File: src/rtl/multiword_adder_sequencer.sv
// ============================================================================
// multiword_adder_sequencer
// ----------------------------------------------------------------------------
// Sequential multi-precision adder/subtractor. Two W = BITS*WORDS bit operands
// are accepted over a valid/ready handshake. They are then added one BITS-wide
// chunk per clock through a single Kogge-Stone prefix adder, LSB chunk first,
// with the carry held in a register between chunks. The full-width result,
// carry-out and signed-overflow flag are returned over a second valid/ready
// handshake.
//
// Subtraction is A + ~B + ~borrow_in. The inverted B is kept in b_q, so the
// overflow test on the operand sign bits is the same for add and subtract.
//
// Ports
//   clk        in   1   clock, rising edge
//   rst_n      in   1   asynchronous active-low reset
//   in_valid   in   1   operand request valid
//   in_ready   out  1   high only in IDLE
//   in_a       in   W   operand A
//   in_b       in   W   operand B
//   in_ci      in   1   carry-in (add) / borrow-in (subtract)
//   in_sub     in   1   0: A+B+ci, 1: A-B-borrow
//   out_valid  out  1   result valid, high only in DONE
//   out_ready  in   1   consumer accepts result
//   out_s      out  W   sum / difference
//   out_co     out  1   carry-out; in subtract mode 1 means no borrow
//   out_ovf    out  1   two's-complement overflow of the W-bit result
//   busy       out  1   high in ADD and DONE
// ============================================================================
module multiword_adder_sequencer #(
    parameter int BITS  = 8,
    parameter int WORDS = 4
) (
    input  logic                   clk,
    input  logic                   rst_n,
    input  logic                   in_valid,
    output logic                   in_ready,
    input  logic [BITS*WORDS-1:0]  in_a,
    input  logic [BITS*WORDS-1:0]  in_b,
    input  logic                   in_ci,
    input  logic                   in_sub,
    output logic                   out_valid,
    input  logic                   out_ready,
    output logic [BITS*WORDS-1:0]  out_s,
    output logic                   out_co,
    output logic                   out_ovf,
    output logic                   busy
);

    localparam int W      = BITS * WORDS;
    localparam int IDX_W  = (WORDS > 1) ? $clog2(WORDS) : 1;
    // Number of prefix levels in the Kogge-Stone tree (0 for a 1-bit chunk).
    localparam int LEVELS = (BITS > 1) ? $clog2(BITS) : 0;

    localparam logic [IDX_W-1:0] LAST_IDX = IDX_W'(WORDS - 1);

    typedef enum logic [1:0] {
        ST_IDLE = 2'd0,
        ST_ADD  = 2'd1,
        ST_DONE = 2'd2
    } state_t;

    // ------------------------------------------------------------------------
    // State and datapath registers
    // ------------------------------------------------------------------------
    state_t           state_q, state_d;
    logic [IDX_W-1:0] idx_q,   idx_d;
    logic [W-1:0]     a_q,     a_d;
    logic [W-1:0]     b_q,     b_d;
    logic [W-1:0]     s_q,     s_d;
    logic             carry_q, carry_d;

    // Chunk adder interface
    logic [BITS-1:0]  add_a;
    logic [BITS-1:0]  add_b;
    logic [BITS-1:0]  add_s;
    logic             add_co;

    // ------------------------------------------------------------------------
    // Chunk selection: split the operand registers into BITS-wide chunks and
    // select the current one with idx_q.
    // ------------------------------------------------------------------------
    logic [BITS-1:0] a_chunk [WORDS];
    logic [BITS-1:0] b_chunk [WORDS];

    genvar gi;
    generate
        for (gi = 0; gi < WORDS; gi++) begin : g_chunk
            assign a_chunk[gi] = a_q[gi*BITS +: BITS];
            assign b_chunk[gi] = b_q[gi*BITS +: BITS];

            // Only the chunk addressed by idx_q is written during ADD; every
            // other chunk of the sum register holds its value.
            assign s_d[gi*BITS +: BITS] =
                ((state_q == ST_ADD) && (idx_q == IDX_W'(gi))) ? add_s
                                                               : s_q[gi*BITS +: BITS];
        end
    endgenerate

    assign add_a = a_chunk[idx_q];
    assign add_b = b_chunk[idx_q];

    // ------------------------------------------------------------------------
    // Kogge-Stone chunk adder
    // Level 0 holds bitwise generate/propagate. Carry-in is folded into the
    // generate of bit 0, so the group generate of span [i:0] after the last
    // level is exactly the carry out of bit i.
    // ------------------------------------------------------------------------
    logic [(LEVELS+1)*BITS-1:0] ks_g;
    logic [(LEVELS+1)*BITS-1:0] ks_p;
    logic [BITS-1:0]            ks_half;   // a ^ b per bit
    logic [BITS-1:0]            ks_cin;    // carry into each bit position

    generate
        for (gi = 0; gi < BITS; gi++) begin : g_ks_l0
            assign ks_half[gi] = add_a[gi] ^ add_b[gi];
            assign ks_p[gi]    = ks_half[gi];
            if (gi == 0) begin : g_bit0
                assign ks_g[gi] = (add_a[gi] & add_b[gi]) | (ks_half[gi] & carry_q);
            end else begin : g_bitn
                assign ks_g[gi] = add_a[gi] & add_b[gi];
            end
        end

        for (genvar lv = 0; lv < LEVELS; lv++) begin : g_ks_lvl
            localparam int D = 1 << lv;
            for (gi = 0; gi < BITS; gi++) begin : g_ks_bit
                if (gi >= D) begin : g_comb
                    // Black cell: merge the group ending at gi with the group
                    // ending D positions below it.
                    assign ks_g[(lv+1)*BITS + gi] =
                        ks_g[lv*BITS + gi] |
                        (ks_p[lv*BITS + gi] & ks_g[lv*BITS + gi - D]);
                    assign ks_p[(lv+1)*BITS + gi] =
                        ks_p[lv*BITS + gi] & ks_p[lv*BITS + gi - D];
                end else begin : g_pass
                    // Group already reaches bit 0: value is final.
                    assign ks_g[(lv+1)*BITS + gi] = ks_g[lv*BITS + gi];
                    assign ks_p[(lv+1)*BITS + gi] = ks_p[lv*BITS + gi];
                end
            end
        end

        assign ks_cin[0] = carry_q;
        for (gi = 1; gi < BITS; gi++) begin : g_ks_cin
            assign ks_cin[gi] = ks_g[LEVELS*BITS + gi - 1];
        end
    endgenerate

    assign add_s  = ks_half ^ ks_cin;
    assign add_co = ks_g[LEVELS*BITS + BITS - 1];

    // The top-level group propagate terms are never needed once the carry-in
    // has been merged into the generate chain.
    logic unused_ks_p;
    assign unused_ks_p = ^ks_p[LEVELS*BITS +: BITS];

    // ------------------------------------------------------------------------
    // FSM next-state and datapath update
    // ------------------------------------------------------------------------
    always_comb begin
        state_d = state_q;
        idx_d   = idx_q;
        a_d     = a_q;
        b_d     = b_q;
        carry_d = carry_q;

        case (state_q)
            ST_IDLE: begin
                if (in_valid) begin
                    a_d     = in_a;
                    // Subtract as A + ~B + ~borrow.
                    b_d     = in_sub ? ~in_b : in_b;
                    carry_d = in_sub ? ~in_ci : in_ci;
                    idx_d   = '0;
                    state_d = ST_ADD;
                end
            end

            ST_ADD: begin
                carry_d = add_co;
                if (idx_q == LAST_IDX) begin
                    idx_d   = '0;
                    state_d = ST_DONE;
                end else begin
                    idx_d = idx_q + 1'b1;
                end
            end

            ST_DONE: begin
                if (out_ready) begin
                    state_d = ST_IDLE;
                end
            end

            default: begin
                state_d = ST_IDLE;
            end
        endcase
    end

    always_ff @(posedge clk or negedge rst_n) begin
        if (!rst_n) begin
            state_q <= ST_IDLE;
            idx_q   <= '0;
            a_q     <= '0;
            b_q     <= '0;
            s_q     <= '0;
            carry_q <= 1'b0;
        end else begin
            state_q <= state_d;
            idx_q   <= idx_d;
            a_q     <= a_d;
            b_q     <= b_d;
            s_q     <= s_d;
            carry_q <= carry_d;
        end
    end

    // ------------------------------------------------------------------------
    // Outputs: decoded from registered state only. Result fields are gated
    // with DONE so a partially accumulated sum is never visible.
    // ------------------------------------------------------------------------
    logic done_w;
    assign done_w    = (state_q == ST_DONE);

    assign in_ready  = (state_q == ST_IDLE);
    assign out_valid = done_w;
    assign busy      = (state_q == ST_ADD) || done_w;
    assign out_s     = done_w ? s_q : '0;
    assign out_co    = done_w & carry_q;
    assign out_ovf   = done_w & (a_q[W-1] == b_q[W-1]) & (s_q[W-1] != a_q[W-1]);

endmodule

File: config.mk
export PLATFORM = sky130hd
export DESIGN_NAME = multiword_adder_sequencer
export DESIGN_NICKNAME = d
export VERILOG_FILES = /design/src/rtl/multiword_adder_sequencer.sv
export SDC_FILE = /design/constraint.sdc
export NUM_CORES = 1
export LEC_CHECK = 0
export BUFFER_PORTS_ARGS = -buffer_cell sky130_fd_sc_hd__buf_2
export CAP_MARGIN = 40
export CORE_UTILIZATION = 46
export CTS_BUF_LIST = sky130_fd_sc_hd__clkbuf_2
export CTS_CLUSTER_DIAMETER = 50
export DETAILED_ROUTE_END_ITERATION = 10
export PLACE_DENSITY = 0.78
export REMOVE_ABC_BUFFERS = 1
export SLEW_MARGIN = 20
export SYNTH_ARGS = -nofsm -noshare
export SYNTH_HDL_FRONTEND = slang
export SYNTH_SLANG_ARGS = --single-unit
File: constraint.sdc
create_clock -name clk -period 4.7 [get_ports clk]
set_clock_uncertainty 0.05 [all_clocks]
set_input_delay 0.47 -clock clk [delete_from_list [all_inputs] [get_ports clk]]
set_output_delay 0.47 -clock clk [all_outputs]
set_load 0.02 [all_outputs]
==> results by group, run 1 <==
Routing
  • Wire per inst: 15.4 um
  • Detailed-route vias per instance: 5.23
  • Number of design-rule violations left by the first detailed-router iteration: 168
  • Highest signal layer in the routed design: met4
  • Number of nets still failing antenna checks after routing: 0
  • First-pass iteration count of the detailed router: 5
  • Wire length the detailed router placed on met1: 4890 um
  • Final Routed Wirelength: 10,400 um
  • Wire length on met2: 4760 um
  • Total via count after detailed routing: 3,534
  • Remaining DRCs: 0
  • Wire length on met3: 536 um

Floorplan
  • Starting utilization of the core area: 47.1%
  • Site Rows: 38
  • Die boundary height: 107 um
  • IO Pins: 107
  • Core Footprint: 0.0108 mm2
  • Die Width: 107 um
  • Floorplan die area: 0.0115 mm2

Critical path
  • Worst Setup End Kind: register
  • Startpoint class of the critical path: register
  • Maximum fanout count along the critical path: 20
  • Critical Path AT: 3630 ps
  • Register-to-register path setup slack: 1520 ps
  • Capture point of the worst reg-to-reg path: s_q[14]
  • Worst Reg-to-Reg Cells: 9
  • Reg-to-reg startpoint: idx_q[1]
  • Required time of the critical path: 5150 ps
  • Critical path class: reg2reg

Clocking
  • Clock root cell: sky130_fd_sc_hd__clkbuf_2
  • Number of buffers inserted during clock tree synthesis: 9
  • Clock insertion delay at the later pin of the skew report: 610 ps
  • Post-CTS setup buffer count: 0
  • Register clock-pin slew on the reported worst setup and hold paths: 260 ps
  • Number of clock sinks seen by CTS: 101
  • Total number of H-tree levels: 3
  • Max clock buf depth: 2
  • Clock tree from TritonCTS: yes

Global route
  • GRT Util Overall: 19.2%
  • Maximum number of pins on one net before global-route repair: 78
  • Wire length of the first global-routing pass: 16,900 um
  • Antenna violations before repair: 0
  • Via count of the first global-routing pass: 3,400
  • Global route total overflow: 0

STA
  • Headroom to the max-slew limit: 46.9%
  • Tightest Pin Transition: 796 ps
  • FMAX: 0.315 GHz
  • Fin crit share: 67.6%
  • RSZ-0062 raised after global routing: no
  • Number of setup violations in the final report: 0
  • Setup TNS: 0 ps
  • Final slew viol count: 0
  • Period minus WS final: 3180 ps
  • Final Hold Fails: 0

Synth
  • Count of mapped cells out of synthesis: 432
  • Yosys cell types: 35
  • Netlist area before placement: 0.00508 mm2
  • Number of storage elements in the synthesis netlist: 101
  • Top_reg_cell synth: sky130_fd_sc_hd__dfrtp_1
  • Synthesized area divided by synthesized cell count: 11.8 um2
  • Seq/Total Area, Yosys: 49.7%
  • Number of flops mapped to enable cells by yosys: 0
  • Post-synthesis async set-or-reset flop share: 100%
  • Count of warnings emitted by yosys: 0

Hold path
  • Hold wc startpoint: in_a[25]
  • Endpoint, Worst Hold: a_q[25]
  • Worst min-delay path category: in2reg
  • Number of cells on the worst hold path: 2

Layout
  • Count of placed standard cells in the final layout, fillers left out: 676
  • N_diodes: 0
  • Layout area overhead: 16.3%
  • Share of post-route cells with drive strength above 1: 36.8%
  • Layout filler cell count: 921
  • Nets: 618

Outcome
  • Status: complete, no violations

Place
  • Global placer's final weighted congestion: 0.877
  • Final HPWL from detailed placement: 7850 um
  • Port Buffer Count: 106
  • Placed insts: 656

Power and ir drop
  • VDD IR max: 329 uV
  • Cell area power density: 713 mW/mm2
  • Standby leakage power: 2.78 nW

Job
  • Maxcap violations: 0
worst max-delay path by stage:
stage | slack, ps | cells past startpoint | from | end
after global placement | 1660 | 9 | idx_q[1] | s_q[22]
after floorplan | 1450 | 9 | idx_q[0] | s_q[14]
after CTS | 1510 | 9 | idx_q[1] | s_q[30]
final | 1520 | 9 | idx_q[1] | s_q[14]
after detailed placement | 1570 | 9 | idx_q[1] | s_q[14]
after global routing | 1350 | 8 | idx_q[0] | s_q[21]
state kept, by name, indices dropped and copies added, names as in the netlist:
name / flops
state_q: 2
a_q: 32
b_q: 32
s_q: 32
idx_q: 2
carry_q: 1
per-stage QoR:
stage	area [um2]	hold WS [ps]	utilization [%]	setup WS (ps)	total power (W)
after detailed placement	5730	416	53.1	1570	0.00376
after CTS	5870	22.3	54.4	1510	0.00422
after global routing	5910	5.70	54.8	1350	0.00455
after floorplan	4960	124	-	1450	0.00316
after global placement	5700	404	52.8	1660	0.00363
final	5910	19.9	54.8	1520	0.00422
final cells by class:
type                       count  area [um2]  area share, %
timing repair buffer         115         638           10.8
tap                          140         175           2.96
clock inverter                 6        87.6           1.48
sequential                   101        2530           42.7
multi-input combinational    294        2400           40.6
clock buffer                   9        45.0          0.762
inverter                      11        41.3          0.698
placed cells by master (no fill, tap or decap), types with 2 or more instances in the layout:
cell / Yosys / final
sky130_fd_sc_hd__clkinv_2: 0 / 2
sky130_fd_sc_hd__xor2_1: 3 / 3
sky130_fd_sc_hd__clkbuf_2: 0 / 9
sky130_fd_sc_hd__bufinv_16: 0 / 2
sky130_fd_sc_hd__buf_4: 2 / 4
sky130_fd_sc_hd__o21ai_0: 50 / 50
sky130_fd_sc_hd__mux4_2: 16 / 16
sky130_fd_sc_hd__ha_1: 14 / 14
sky130_fd_sc_hd__nor2_1: 4 / 4
sky130_fd_sc_hd__xnor2_1: 34 / 34
sky130_fd_sc_hd__fa_1: 2 / 2
sky130_fd_sc_hd__nand2_1: 59 / 58
sky130_fd_sc_hd__and2_1: 33 / 33
sky130_fd_sc_hd__inv_1: 11 / 11
sky130_fd_sc_hd__o31ai_1: 5 / 5
sky130_fd_sc_hd__o22ai_1: 2 / 2
sky130_fd_sc_hd__dlygate4sd3_1: 0 / 4
sky130_fd_sc_hd__mux2_2: 48 / 48
sky130_fd_sc_hd__a21oi_1: 7 / 7
sky130_fd_sc_hd__buf_2: 14 / 105
sky130_fd_sc_hd__dfrtp_1: 101 / 101
routing by layer:
layer	vias up	GRT usage [%]
li1	1681	-
met1	1722	27.0
met2	115	29.4
met3	16	4.44
met4	0	6.26
met5	-	0
report_power, final:
| group | total, W | switching, W | internal (W) | leakage (nW) |
|---|---|---|---|---|
| Sequential | 0.00155 | 0.000262 | 0.00129 | 1.23 |
| Clock | 0.000459 | 0.000285 | 0.000174 | 0.0821 |
| Combinational | 0.00221 | 0.00117 | 0.00104 | 1.46 |
| Total | 0.00422 | 0.00172 | 0.00250 | 2.78 |
worst max-delay path, stage by stage (launching register included):
cell	delay [ps]
sky130_fd_sc_hd__dfrtp_1	920
sky130_fd_sc_hd__mux4_2	430
sky130_fd_sc_hd__fa_1	460
sky130_fd_sc_hd__inv_1	90
sky130_fd_sc_hd__fa_1	250
sky130_fd_sc_hd__nor2b_4	60
sky130_fd_sc_hd__o31a_4	300
sky130_fd_sc_hd__o21ai_4	140
sky130_fd_sc_hd__nor3b_4	260
sky130_fd_sc_hd__o31ai_1	100
cells in the mapped netlist (all sizes together), types with 5 or more instances:
master | n | share of area [%]
mux4 | 16 | 7.1
xnor2 | 34 | 5.9
o21ai | 51 | 5.2
mux2 | 48 | 11
a21oi | 7 | 0.69
nand2 | 59 | 4.4
ha | 14 | 3.4
and2 | 33 | 4.1
buf | 16 | 1.7
o31ai | 5 | 0.74
inv | 11 | 0.81
dfrtp | 101 | 50
clkbuf | 10 | 0.74
repair_timing:
| item | CTS | global route |
|---|---|---|
| resized for setup | 0 | 0 |
| hold buffers | 1 | 3 |
| endpoints found under the hold margin | 54 | 3 |
cell families after synthesis:
family / count (synthesis) / synth area share (%)
and+or+nand+nor: 101 / 9.80
AOI/OAI and AO/OA: 76 / 8.93
muxes: 64 / 17.7
xor gates and xnor gates: 37 / 6.37
adders and majority gates: 16 / 4.23
buffers and inverters: 37 / 3.22
DFF: 101 / 49.7
(Power assumes the default switching activity.)
==> inputs of run 2 (changes only) <==
==> constraint.sdc (replaced) <==
create_clock -name clk -period 3.3 [get_ports clk]
set_clock_uncertainty 0.05 [all_clocks]
set_input_delay 0.33 -clock clk [delete_from_list [all_inputs] [get_ports clk]]
set_output_delay 0.33 -clock clk [all_outputs]
set_load 0.02 [all_outputs]
==> run 2 against run 1 <==
Net effect:
- routed wire length up 4.5%
- register-to-register slack worse by 1100 ps
- cell area up 9.7%
- sequential share of layout area down 3.8 points
- global-route usage up 1.6 points
- critical path depth down 1
- utilization up 5.3 points
- clock power up 8.5%
- sequential power up 39%
- via count up 4.0%
- die area unchanged
- power up 41%
- critical path type unchanged
- critical endpoint is now s_q[21]
- largest power group unchanged
- highest routed layer unchanged
==> results by group, run 2 (same netlist as run 1, synthesis figures left out) <==
Outcome
  • Status: complete, no violations (unchanged)

Layout
  • N_diodes: 0 (unchanged)
  • Sequential cell area: 0.00253 mm2 (unchanged)
  • Non-Filler Cell Area, Final: 0.00649 mm2 (was 0.00591 mm2)
  • Layout area overhead: 27.6% (was 16.3%)
  • Most frequent standard cell in the layout excluding fill and tap cells: sky130_fd_sc_hd__buf_2 (unchanged)
  • Largest registers: a_q (32), b_q (32), s_q (32) (unchanged)
  • Share of post-route cells with drive strength above 1: 33.3% (was 36.8%)
  • Core Util, Final: 60.1% (was 54.8%)
  • Nets: 679 (was 618)
  • Count of placed standard cells in the final layout, fillers left out: 737 (was 676)
  • Total area of multi-input combinational cells: 0.00240 mm2 (unchanged)
  • Layout filler cell count: 882 (was 921)
  • Most frequent cells in the layout: sky130_fd_sc_hd__buf_2, sky130_fd_sc_hd__dfrtp_1, sky130_fd_sc_hd__dlygate4sd3_1 (was sky130_fd_sc_hd__buf_2, sky130_fd_sc_hd__dfrtp_1, sky130_fd_sc_hd__nand2_1)

Floorplan
  • Starting utilization of the core area: 47.1% (unchanged)
  • Site Rows: 38 (unchanged)
  • Floorplan die area: 0.0115 mm2 (unchanged)
  • Die boundary height: 107 um (unchanged)
  • Core Footprint: 0.0108 mm2 (unchanged)
  • IO Pins: 107 (unchanged)
  • Die Width: 107 um (unchanged)

Global route
  • Wire length of the first global-routing pass: 18,400 um (was 16,900 um)
  • Antenna violations before repair: 0 (unchanged)
  • GRT Util Overall: 20.8% (was 19.2%)
  • Global route total overflow: 0 (unchanged)
  • Via count of the first global-routing pass: 3,777 (was 3,400)
  • Maximum number of pins on one net before global-route repair: 80 (was 78)

Clocking
  • Clock tree from TritonCTS: yes (unchanged)
  • Max clock buf depth: 2 (unchanged)
  • Register clock-pin slew on the reported worst setup and hold paths: 260 ps (about the same)
  • Clock root cell: sky130_fd_sc_hd__clkbuf_2 (unchanged)
  • Total number of H-tree levels: 3 (unchanged)
  • Number of buffers inserted during clock tree synthesis: 9 (unchanged)
  • Clock insertion delay at the later pin of the skew report: 580 ps (was 610 ps)
  • Number of clock sinks seen by CTS: 101 (unchanged)

STA
  • Final slew viol count: 0 (unchanged)
  • RSZ-0062 raised after global routing: no (unchanged)
  • Final worst slack: 402 ps (was 1520 ps)
  • Period minus WS final: 2900 ps (was 3180 ps)
  • FMAX: 0.345 GHz (was 0.315 GHz)
  • Headroom to the max-slew limit: 50.6% (was 46.9%)
  • Setup TNS: 0 ps (unchanged)
  • Number of setup violations in the final report: 0 (unchanged)
  • Tightest Pin Transition: 741 ps (was 796 ps)
  • Final Hold Fails: 0 (unchanged)
  • Fin crit share: 87.8% (was 67.6%)

Routing
  • Total via count after detailed routing: 3,675 (was 3,534)
  • Wire per inst: 14.7 um (was 15.4 um)
  • Detailed-route vias per instance: 4.99 (was 5.23)
  • Final Routed Wirelength: 10,900 um (was 10,400 um)
  • Number of nets still failing antenna checks after routing: 0 (unchanged)
  • Remaining DRCs: 0 (unchanged)
  • First-pass iteration count of the detailed router: 4 (was 5)
  • Number of design-rule violations left by the first detailed-router iteration: 208 (was 168)

Power and ir drop
  • Cell area power density: 914 mW/mm2 (was 713 mW/mm2)
  • VDD IR max: 408 uV (was 329 uV)
  • Standby leakage power: 3.00 nW (was 2.78 nW)

Hold path
  • Worst min-delay path category: in2reg (unchanged)

Place
  • Global placer's final weighted congestion: 0.798 (was 0.877)
  • Placed insts: 659 (was 656)
  • Post-placement worst setup slack: 391 ps (was 1570 ps)
  • Port Buffer Count: 106 (unchanged)
  • Placed standard-cell area: 0.00577 mm2 (was 0.00573 mm2)
  • Final HPWL from detailed placement: 7880 um (was 7850 um)

Critical path
  • Critical path class: reg2reg (unchanged)
  • Worst Setup End Kind: register (unchanged)
  • Maximum fanout count along the critical path: 6 (was 20)
  • Critical Path AT: 3330 ps (was 3630 ps)
  • Startpoint class of the critical path: register (unchanged)
  • Required time of the critical path: 3730 ps (was 5150 ps)

Job
  • Maxcap violations: 0 (unchanged)
==> run 2: cell types whose count changed in the layout (fill, tap and decap cells not counted), moves of 2 or more <==
cell / delta
sky130_fd_sc_hd__bufinv_16: -2
sky130_fd_sc_hd__clkinv_2: -2
sky130_fd_sc_hd__buf_4: +2
sky130_fd_sc_hd__clkinvlp_4: +5
sky130_fd_sc_hd__dlygate4sd3_1: +58
==> run 2: path summary, 6_finish.rpt <==
path	startpoint	end	slack (ps)	cells past startpoint
max in group asynchronous	rst_n	b_q[8]	2140	4
worst max-delay path	idx_q[0]	s_q[21]	400	8
worst min register to register	s_q[2]	s_q[2]	460	2
worst min-delay path	in_b[12]	b_q[12]	4	3
min in group asynchronous	rst_n	a_q[15]	180	2
worst max register to register	idx_q[0]	s_q[21]	400	8
==> run 2: layer usage <==
layer  track usage (%)  wire [um]
met3              3.71        464
met1              29.0       5100
met4              7.14        173
met5                 0          0
met2              32.8       5110
==> run 2: layout make-up <==
class / instances / area share, %
sequential: 101 / 39.0
multi-input combinational: 294 / 37.0
timing repair buffer: 176 / 19.4
tap: 140 / 2.70
clock buffer: 9 / 0.694
clock inverter: 6 / 0.636
inverter: 11 / 0.636
==> run 2: stage by stage <==
step                      total power (W)  hold slack [ps]
after floorplan                   0.00450            -15.6
after global placement            0.00520              405
after detailed placement          0.00542              289
after CTS                         0.00596             1.11
after global routing              0.00641             1.56
final                             0.00593             3.98
==> run 2: timing repair <==
action,4_1_cts,5_1_grt
hold buffers,61,1
endpoints found under the hold margin,98,1
resized for setup,0,0
setup buffers,0,0
==> run 2: worst max-delay path: stages (launching register included) <==
cell and delay, ps:
sky130_fd_sc_hd__dfrtp_1 500, sky130_fd_sc_hd__buf_4 220, sky130_fd_sc_hd__mux4_2 540, sky130_fd_sc_hd__ha_1 330
sky130_fd_sc_hd__a211oi_1 390, sky130_fd_sc_hd__o21bai_1 130, sky130_fd_sc_hd__a21oi_1 190, sky130_fd_sc_hd__xor2_1 320
sky130_fd_sc_hd__o21ai_0 140
==> run 2: where the power goes <==
part           switching, W  internal [W]
sequential         0.000331       0.00183
clock              0.000408     0.0000898
combinational       0.00173       0.00154
